`src/rtl/time_core_if.sv`:
```
// Bus between the manual-set stage and the running timekeeper: set-mode
// control and BCD edit values in, current time and timing pulses out.
interface time_core_if;
    logic       SW1;
    logic [7:0] SEC_SET;
    logic [7:0] MIN_SET;
    logic [7:0] HOUR_SET;
    logic [7:0] DAY_SET;
    logic [7:0] CUR_SEC;
    logic [7:0] CUR_MIN;
    logic [7:0] CUR_HOUR;
    logic [7:0] CUR_DAY;
    logic       TICK_1HZ;
    logic       DAY_CARRY;
    logic       BLINK;

    modport master (
        output SW1, SEC_SET, MIN_SET, HOUR_SET, DAY_SET,
        input  CUR_SEC, CUR_MIN, CUR_HOUR, CUR_DAY, TICK_1HZ, DAY_CARRY, BLINK
    );

    modport slave (
        input  SW1, SEC_SET, MIN_SET, HOUR_SET, DAY_SET,
        output CUR_SEC, CUR_MIN, CUR_HOUR, CUR_DAY, TICK_1HZ, DAY_CARRY, BLINK
    );
endinterface

```
`src/rtl/time_core.sv`:
```
// Packed-BCD seconds/minutes/hours/day timekeeper with a 1 Hz prescaler.
// Optional macro TIME_CORE_FASTSIM_EN forces a terminal count of 9.
module time_core #(
    parameter int PRESC_MAX = 999
) (
    input  logic         CLK1K,
    input  logic         RST,
    time_core_if.slave   bus
);

`ifdef TIME_CORE_FASTSIM_EN
    localparam int TERM = 9;
`else
    localparam int TERM = PRESC_MAX;
`endif
    localparam logic [9:0] TERM_C = 10'(TERM);
    localparam logic [9:0] HALF_C = 10'(TERM / 2);

    logic [9:0] presc_r;
    logic       sw1_d_r;
    logic [7:0] sec_r;
    logic [7:0] min_r;
    logic [7:0] hour_r;
    logic [7:0] day_r;
    logic       tick_r;
    logic       day_carry_r;
    logic       blink_r;

    logic       load_s;
    logic [7:0] sec_nxt_s;
    logic [7:0] min_nxt_s;
    logic [7:0] hour_nxt_s;
    logic [7:0] day_nxt_s;
    logic       sec_c_s;
    logic       min_c_s;
    logic       hour_c_s;
    logic       day_c_s;
    logic       min_adv_s;
    logic       hour_adv_s;
    logic       day_adv_s;

    // One BCD field step: {carry, next}. Non-BCD values follow the same rule.
    function automatic logic [8:0] bcd_step(input logic [7:0] val,
                                            input logic [7:0] max_val,
                                            input logic [7:0] wrap_val);
        logic [8:0] res;
        if (val == max_val) begin
            res = {1'b1, wrap_val};
        end else if (val[3:0] == 4'd9) begin
            res = {1'b0, val[7:4] + 4'd1, 4'd0};
        end else begin
            res = {1'b0, val[7:4], val[3:0] + 4'd1};
        end
        return res;
    endfunction

    // Load window stretches one cycle past SW1 to catch the final edit.
    always_comb begin
        load_s = bus.SW1 | sw1_d_r;
    end

    // Next value of every field with the carries rippling in one advance.
    always_comb begin
        {sec_c_s,  sec_nxt_s}  = bcd_step(sec_r,  8'h59, 8'h00);
        {min_c_s,  min_nxt_s}  = bcd_step(min_r,  8'h59, 8'h00);
        {hour_c_s, hour_nxt_s} = bcd_step(hour_r, 8'h23, 8'h00);
        {day_c_s,  day_nxt_s}  = bcd_step(day_r,  8'h31, 8'h01);
        min_adv_s  = sec_c_s;
        hour_adv_s = sec_c_s & min_c_s;
        day_adv_s  = hour_adv_s & hour_c_s;
    end

    // Prescaler, time registers and registered pulses; reset beats load beats count.
    always_ff @(posedge CLK1K) begin
        if (RST) begin
            presc_r     <= 10'd0;
            sw1_d_r     <= 1'b0;
            sec_r       <= 8'h00;
            min_r       <= 8'h00;
            hour_r      <= 8'h00;
            day_r       <= 8'h01;
            tick_r      <= 1'b0;
            day_carry_r <= 1'b0;
            blink_r     <= 1'b0;
        end else begin
            sw1_d_r <= bus.SW1;
            if (load_s) begin
                presc_r     <= 10'd0;
                sec_r       <= bus.SEC_SET;
                min_r       <= bus.MIN_SET;
                hour_r      <= bus.HOUR_SET;
                day_r       <= bus.DAY_SET;
                tick_r      <= 1'b0;
                day_carry_r <= 1'b0;
                blink_r     <= 1'b0;
            end else if (presc_r == TERM_C) begin
                presc_r     <= 10'd0;
                sec_r       <= sec_nxt_s;
                min_r       <= min_adv_s  ? min_nxt_s  : min_r;
                hour_r      <= hour_adv_s ? hour_nxt_s : hour_r;
                day_r       <= day_adv_s  ? day_nxt_s  : day_r;
                tick_r      <= 1'b1;
                day_carry_r <= day_adv_s & day_c_s;
                blink_r     <= ~blink_r;
            end else begin
                presc_r     <= presc_r + 10'd1;
                tick_r      <= 1'b0;
                day_carry_r <= 1'b0;
                blink_r     <= (presc_r == HALF_C) ? ~blink_r : blink_r;
            end
        end
    end

    assign bus.CUR_SEC   = sec_r;
    assign bus.CUR_MIN   = min_r;
    assign bus.CUR_HOUR  = hour_r;
    assign bus.CUR_DAY   = day_r;
    assign bus.TICK_1HZ  = tick_r;
    assign bus.DAY_CARRY = day_carry_r;
    assign bus.BLINK     = blink_r;

endmodule

```
`src/flat_wrapper.sv`:
```
// flat-port wrapper written by rule: the top's interface ports become plain ports
module time_core_flat 
#(
    parameter int PRESC_MAX = 999
)
  (CLK1K, RST, bus_SW1, bus_SEC_SET, bus_MIN_SET, bus_HOUR_SET, bus_DAY_SET, bus_CUR_SEC, bus_CUR_MIN, bus_CUR_HOUR, bus_CUR_DAY, bus_TICK_1HZ, bus_DAY_CARRY, bus_BLINK);
  time_core_if bus_i ();
  input  logic CLK1K;
  input  logic RST;
  input wire logic [$bits(bus_i.SW1)-1:0] bus_SW1;
  input wire logic [$bits(bus_i.SEC_SET)-1:0] bus_SEC_SET;
  input wire logic [$bits(bus_i.MIN_SET)-1:0] bus_MIN_SET;
  input wire logic [$bits(bus_i.HOUR_SET)-1:0] bus_HOUR_SET;
  input wire logic [$bits(bus_i.DAY_SET)-1:0] bus_DAY_SET;
  output wire logic [$bits(bus_i.CUR_SEC)-1:0] bus_CUR_SEC;
  output wire logic [$bits(bus_i.CUR_MIN)-1:0] bus_CUR_MIN;
  output wire logic [$bits(bus_i.CUR_HOUR)-1:0] bus_CUR_HOUR;
  output wire logic [$bits(bus_i.CUR_DAY)-1:0] bus_CUR_DAY;
  output wire logic [$bits(bus_i.TICK_1HZ)-1:0] bus_TICK_1HZ;
  output wire logic [$bits(bus_i.DAY_CARRY)-1:0] bus_DAY_CARRY;
  output wire logic [$bits(bus_i.BLINK)-1:0] bus_BLINK;
  assign bus_i.SW1 = bus_SW1;
  assign bus_i.SEC_SET = bus_SEC_SET;
  assign bus_i.MIN_SET = bus_MIN_SET;
  assign bus_i.HOUR_SET = bus_HOUR_SET;
  assign bus_i.DAY_SET = bus_DAY_SET;
  assign bus_CUR_SEC = bus_i.CUR_SEC;
  assign bus_CUR_MIN = bus_i.CUR_MIN;
  assign bus_CUR_HOUR = bus_i.CUR_HOUR;
  assign bus_CUR_DAY = bus_i.CUR_DAY;
  assign bus_TICK_1HZ = bus_i.TICK_1HZ;
  assign bus_DAY_CARRY = bus_i.DAY_CARRY;
  assign bus_BLINK = bus_i.BLINK;
  time_core #(.PRESC_MAX(PRESC_MAX)) u_core (.CLK1K(CLK1K), .RST(RST), .bus(bus_i));
endmodule
```
`config.mk`:
```
export PLATFORM = sky130hd
export DESIGN_NAME = time_core_flat
export DESIGN_NICKNAME = d
export VERILOG_FILES = /design/src/rtl/time_core_if.sv /design/src/rtl/time_core.sv /design/src/flat_wrapper.sv
export SDC_FILE = /design/constraint.sdc
export NUM_CORES = 1
export LEC_CHECK = 0
export BUFFER_PORTS_ARGS = -buffer_cell sky130_fd_sc_hd__buf_2
export CORE_MARGIN = 8
export CORE_UTILIZATION = 46
export CTS_BUF_LIST = sky130_fd_sc_hd__clkbuf_16
export CTS_CLUSTER_SIZE = 28
export DETAILED_ROUTE_END_ITERATION = 6
export PLACE_DENSITY = 0.71
export SYNTH_ARGS = -nofsm -noshare
export SYNTH_HDL_FRONTEND = slang
export SYNTH_SLANG_ARGS = --single-unit
```
`constraint.sdc`:
```
create_clock -name CLK1K -period 2.52 [get_ports CLK1K]
set_input_delay 0.252 -clock CLK1K [delete_from_list [all_inputs] [get_ports CLK1K]]
set_output_delay 0.252 -clock CLK1K [all_outputs]
set_load 0.01 [all_outputs]
```
==> flow_summary.toml <==
[sta]
setup_tns_ps = 0
worst_clock_skew_ps = 4.77
maxSlewViolCount = 0
fin_hold_ws_ps = 175
timing.fmax_mhz = 438
rsz0062_at_grt = "false"
period_share_pct = 90.7
hold_viol_final = 0
worstMarginPinSlew_ps = 648
layout_min_cycle_time_ps = 2280
finalSetupViolations = 0
maxSlewHeadroom_pct = 56.4

[power_and_ir_drop]
ir_worst_vdd_mv = 0.337
p_leak_nw = 1.43
powerDensity_nw_per_um2 = 521

[layout]
layout_common_cells = "buf_2, dfxtp_1, nor2_1"
layout_commonest_cell = "buf_2"
layout.nets = 444
final_area_um2 = 3280
fillers = 598
synthToLayoutAreaGrowth_pct = 20.0
layout-drive-gt1-share_pct = 24.7
final_core_util_pct = 56.3
diodes = 0

[worst_setup_path]
critical_path_class = "reg -> reg"
startpoint = "u_core.bus.CUR_HOUR[0]"
cp.depth = 6
rr_startpoint = "u_core.bus.CUR_HOUR[0]"
start_kind = "flip-flop"
reg2reg_depth = 6
end_kind = "flip-flop"
cp.arrival_ps = 2500
crit_path_top_delay_cell = "or4_1"
crit_required_ps = 2740
critPathMaxFanout = 7
slowest_delay_ps = 540
critPathBufInv = 0
crit_family = "simple AND/OR/NAND/NOR gates"
cp_cell_sequence = "ha_1, or2b_2, nor4_4, nand3_2, or4_1, a21oi_1"

[cts]
clock_latency_ps = 280
cts_sinks = 46
cts_buffers = 5
hold_buffers = 0
htree_num_levels = 2
clockBufferDepth = 2
cts_setup_buffers = 0
cts_tree = "built"
clkTransAtPathRegs_ps = 60
cts-root-buf = "clkbuf_16"
post_cts_resize_count = 0

[die]
initial_core_util_pct = 46.9
rows = 28
io_pins = 70
dieArea_um2 = 8660
die_height_um = 93.0
fp.coreArea_um2 = 5820
die_w_um = 93.0

[placement]
placed_cell_area_um2 = 3140
io_buffer_count = 69
dp.final_hpwl_um = 5420
routabilityCongestion = 0.912

[global_route]
grt-ovfl-total = 0
grt_first_pass_wirelength_um = 11800
antenna_found_initial = 0
grt_pass1_vias = 2496
track_usage_pct = 16.3
grt_max_degree = 21

[min_path]
worstHoldStart = "bus_DAY_SET[0]"
worstHoldPathType = "in -> reg"
hold_depth = 3

[drt]
drc = 0
drt-initial-drc-count = 123
avgRoutedWirePerCell_um = 15.2
wirelength_um = 7120
postRouteAntennaNets = 0
first_pass_iters = 4
dr_total_vias = 2608
viasPerCell = 5.57

[run_status]
status = "finished clean"

[yosys]
async_flop_share_pct = 0
synth-edff-count = 0
synth_cell_types = 58
syn_inst = 324
ys_seq_elements = 46
ys.flop_type = "dfxtp_1"
synth.net_count = 375
yosys_warnings = 0
syn_area_um2 = 2730
yosysSeqAreaShare_pct = 33.7
postSynthAreaPerCell_um2 = 8.43

[job]
maxCapViolCount = 0
kinds of logic (layout without fill, tap and decap cells):
| family | count (synthesis) | in the layout | synth area share, % |
|---|---|---|---|
| multiplexers | 5 | 5 | 1.83 |
| buffers and inverters | 24 | 93 | 4.35 |
| AO/OA/AOI/OAI | 83 | 83 | 19.3 |
| AND/OR/NAND/NOR | 134 | 134 | 28.3 |
| flip-flops | 46 | 46 | 33.7 |
| adder cells (fa/ha/maj) | 16 | 16 | 7.33 |
| XOR/XNOR | 16 | 16 | 5.13 |
cells in the mapped netlist (2+ instances only):
library cell	instances	area share, %
a211oi_1	13	3.6
a21o_1	2	0.55
a21oi_1	26	4.8
a22oi_1	4	1.1
a31oi_1	6	1.4
and2_1	3	0.69
and3_1	4	0.92
and3b_1	4	1.3
clkbuf_1	10	1.4
clkbuf_8	2	1.0
dfxtp_1	46	34
ha_1	16	7.3
inv_1	9	1.2
mux2i_1	5	1.8
nand2_1	20	2.7
nand3_1	16	2.9
nand3b_1	7	1.9
nand4_1	2	0.46
nand4b_1	2	0.64
nor2_1	31	4.3
nor3_1	18	3.3
nor3b_1	3	0.82
nor4_4	2	1.6
o21ai_0	17	3.1
o21bai_1	2	0.55
o311a_1	2	0.73
or2b_2	2	0.64
or3_1	6	1.4
xnor2_1	7	2.2
xor2_1	9	2.9
metal layers:
layer | wire [um] | vias to the layer above | track usage, % | share of wire [%]
met2 | 3470 | 61 | 27.6 | 49
met1 | 3130 | 1224 | 20.0 | 44
li1 | - | 1318 | - | -
met3 | 444 | 5 | 4.25 | 6.2
met4 | 68 | 0 | 4.43 | 0.96
met5 | 0 | - | 0 | 0
per-stage QoR:
step / setup slack (ps) / total power [W] / instances
4_1_cts: 249 / 0.00172 / 468
3_5_place_dp: 264 / 0.00111 / 461
3_3_place_gp: 346 / 0.00110 / 461
6_report: 235 / 0.00171 / 468
2_1_floorplan: 407 / 0.000998 / 324
5_1_grt: 36.7 / 0.00178 / 468
power by group:
| group | internal [W] | switching [W] |
|---|---|---|
| Sequential | 0.000766 | 0.0000509 |
| Clock | 0.000355 | 0.000264 |
| Combinational | 0.000122 | 0.000148 |
flip-flops by register name (all words and copies together), names as in the netlist:
register,count
u_core.bus.CUR_SEC,8
u_core.bus.CUR_MIN,8
u_core.bus.CUR_HOUR,8
u_core.bus.TICK_1HZ,1
u_core.presc_r,10
u_core.bus.DAY_CARRY,1
u_core.sw1_d_r,1
u_core.bus.BLINK,1
u_core.bus.CUR_DAY,8
layout make-up:
class                   count  area, um^2  share of cell area (%)
clock buffers               5         125                    3.82
inverters                   9        33.8                    1.03
clock inverters             2        7.51                   0.229
flip-flops and latches     46         921                    28.1
well taps                  75        93.8                    2.86
repair buffers             77         405                    12.4
multi-input cells         254        1690                    51.6
worst paths after layout:
| path | endpoint | slack [ps] |
|---|---|---|
| setup / recovery | u_core.bus.CUR_DAY[3] | 240 |
| hold / removal | u_core.bus.CUR_DAY[0] | 170 |
| setup reg to reg | u_core.bus.CUR_DAY[3] | 240 |
| hold reg to reg | u_core.presc_r[0] | 470 |
worst min-delay path: cells and delay by family:
family                 cells  cell delay [ps]
AOI/OAI and AO/OA          2              100
buffers and inverters      1               80
(Power assumes the default switching activity.)
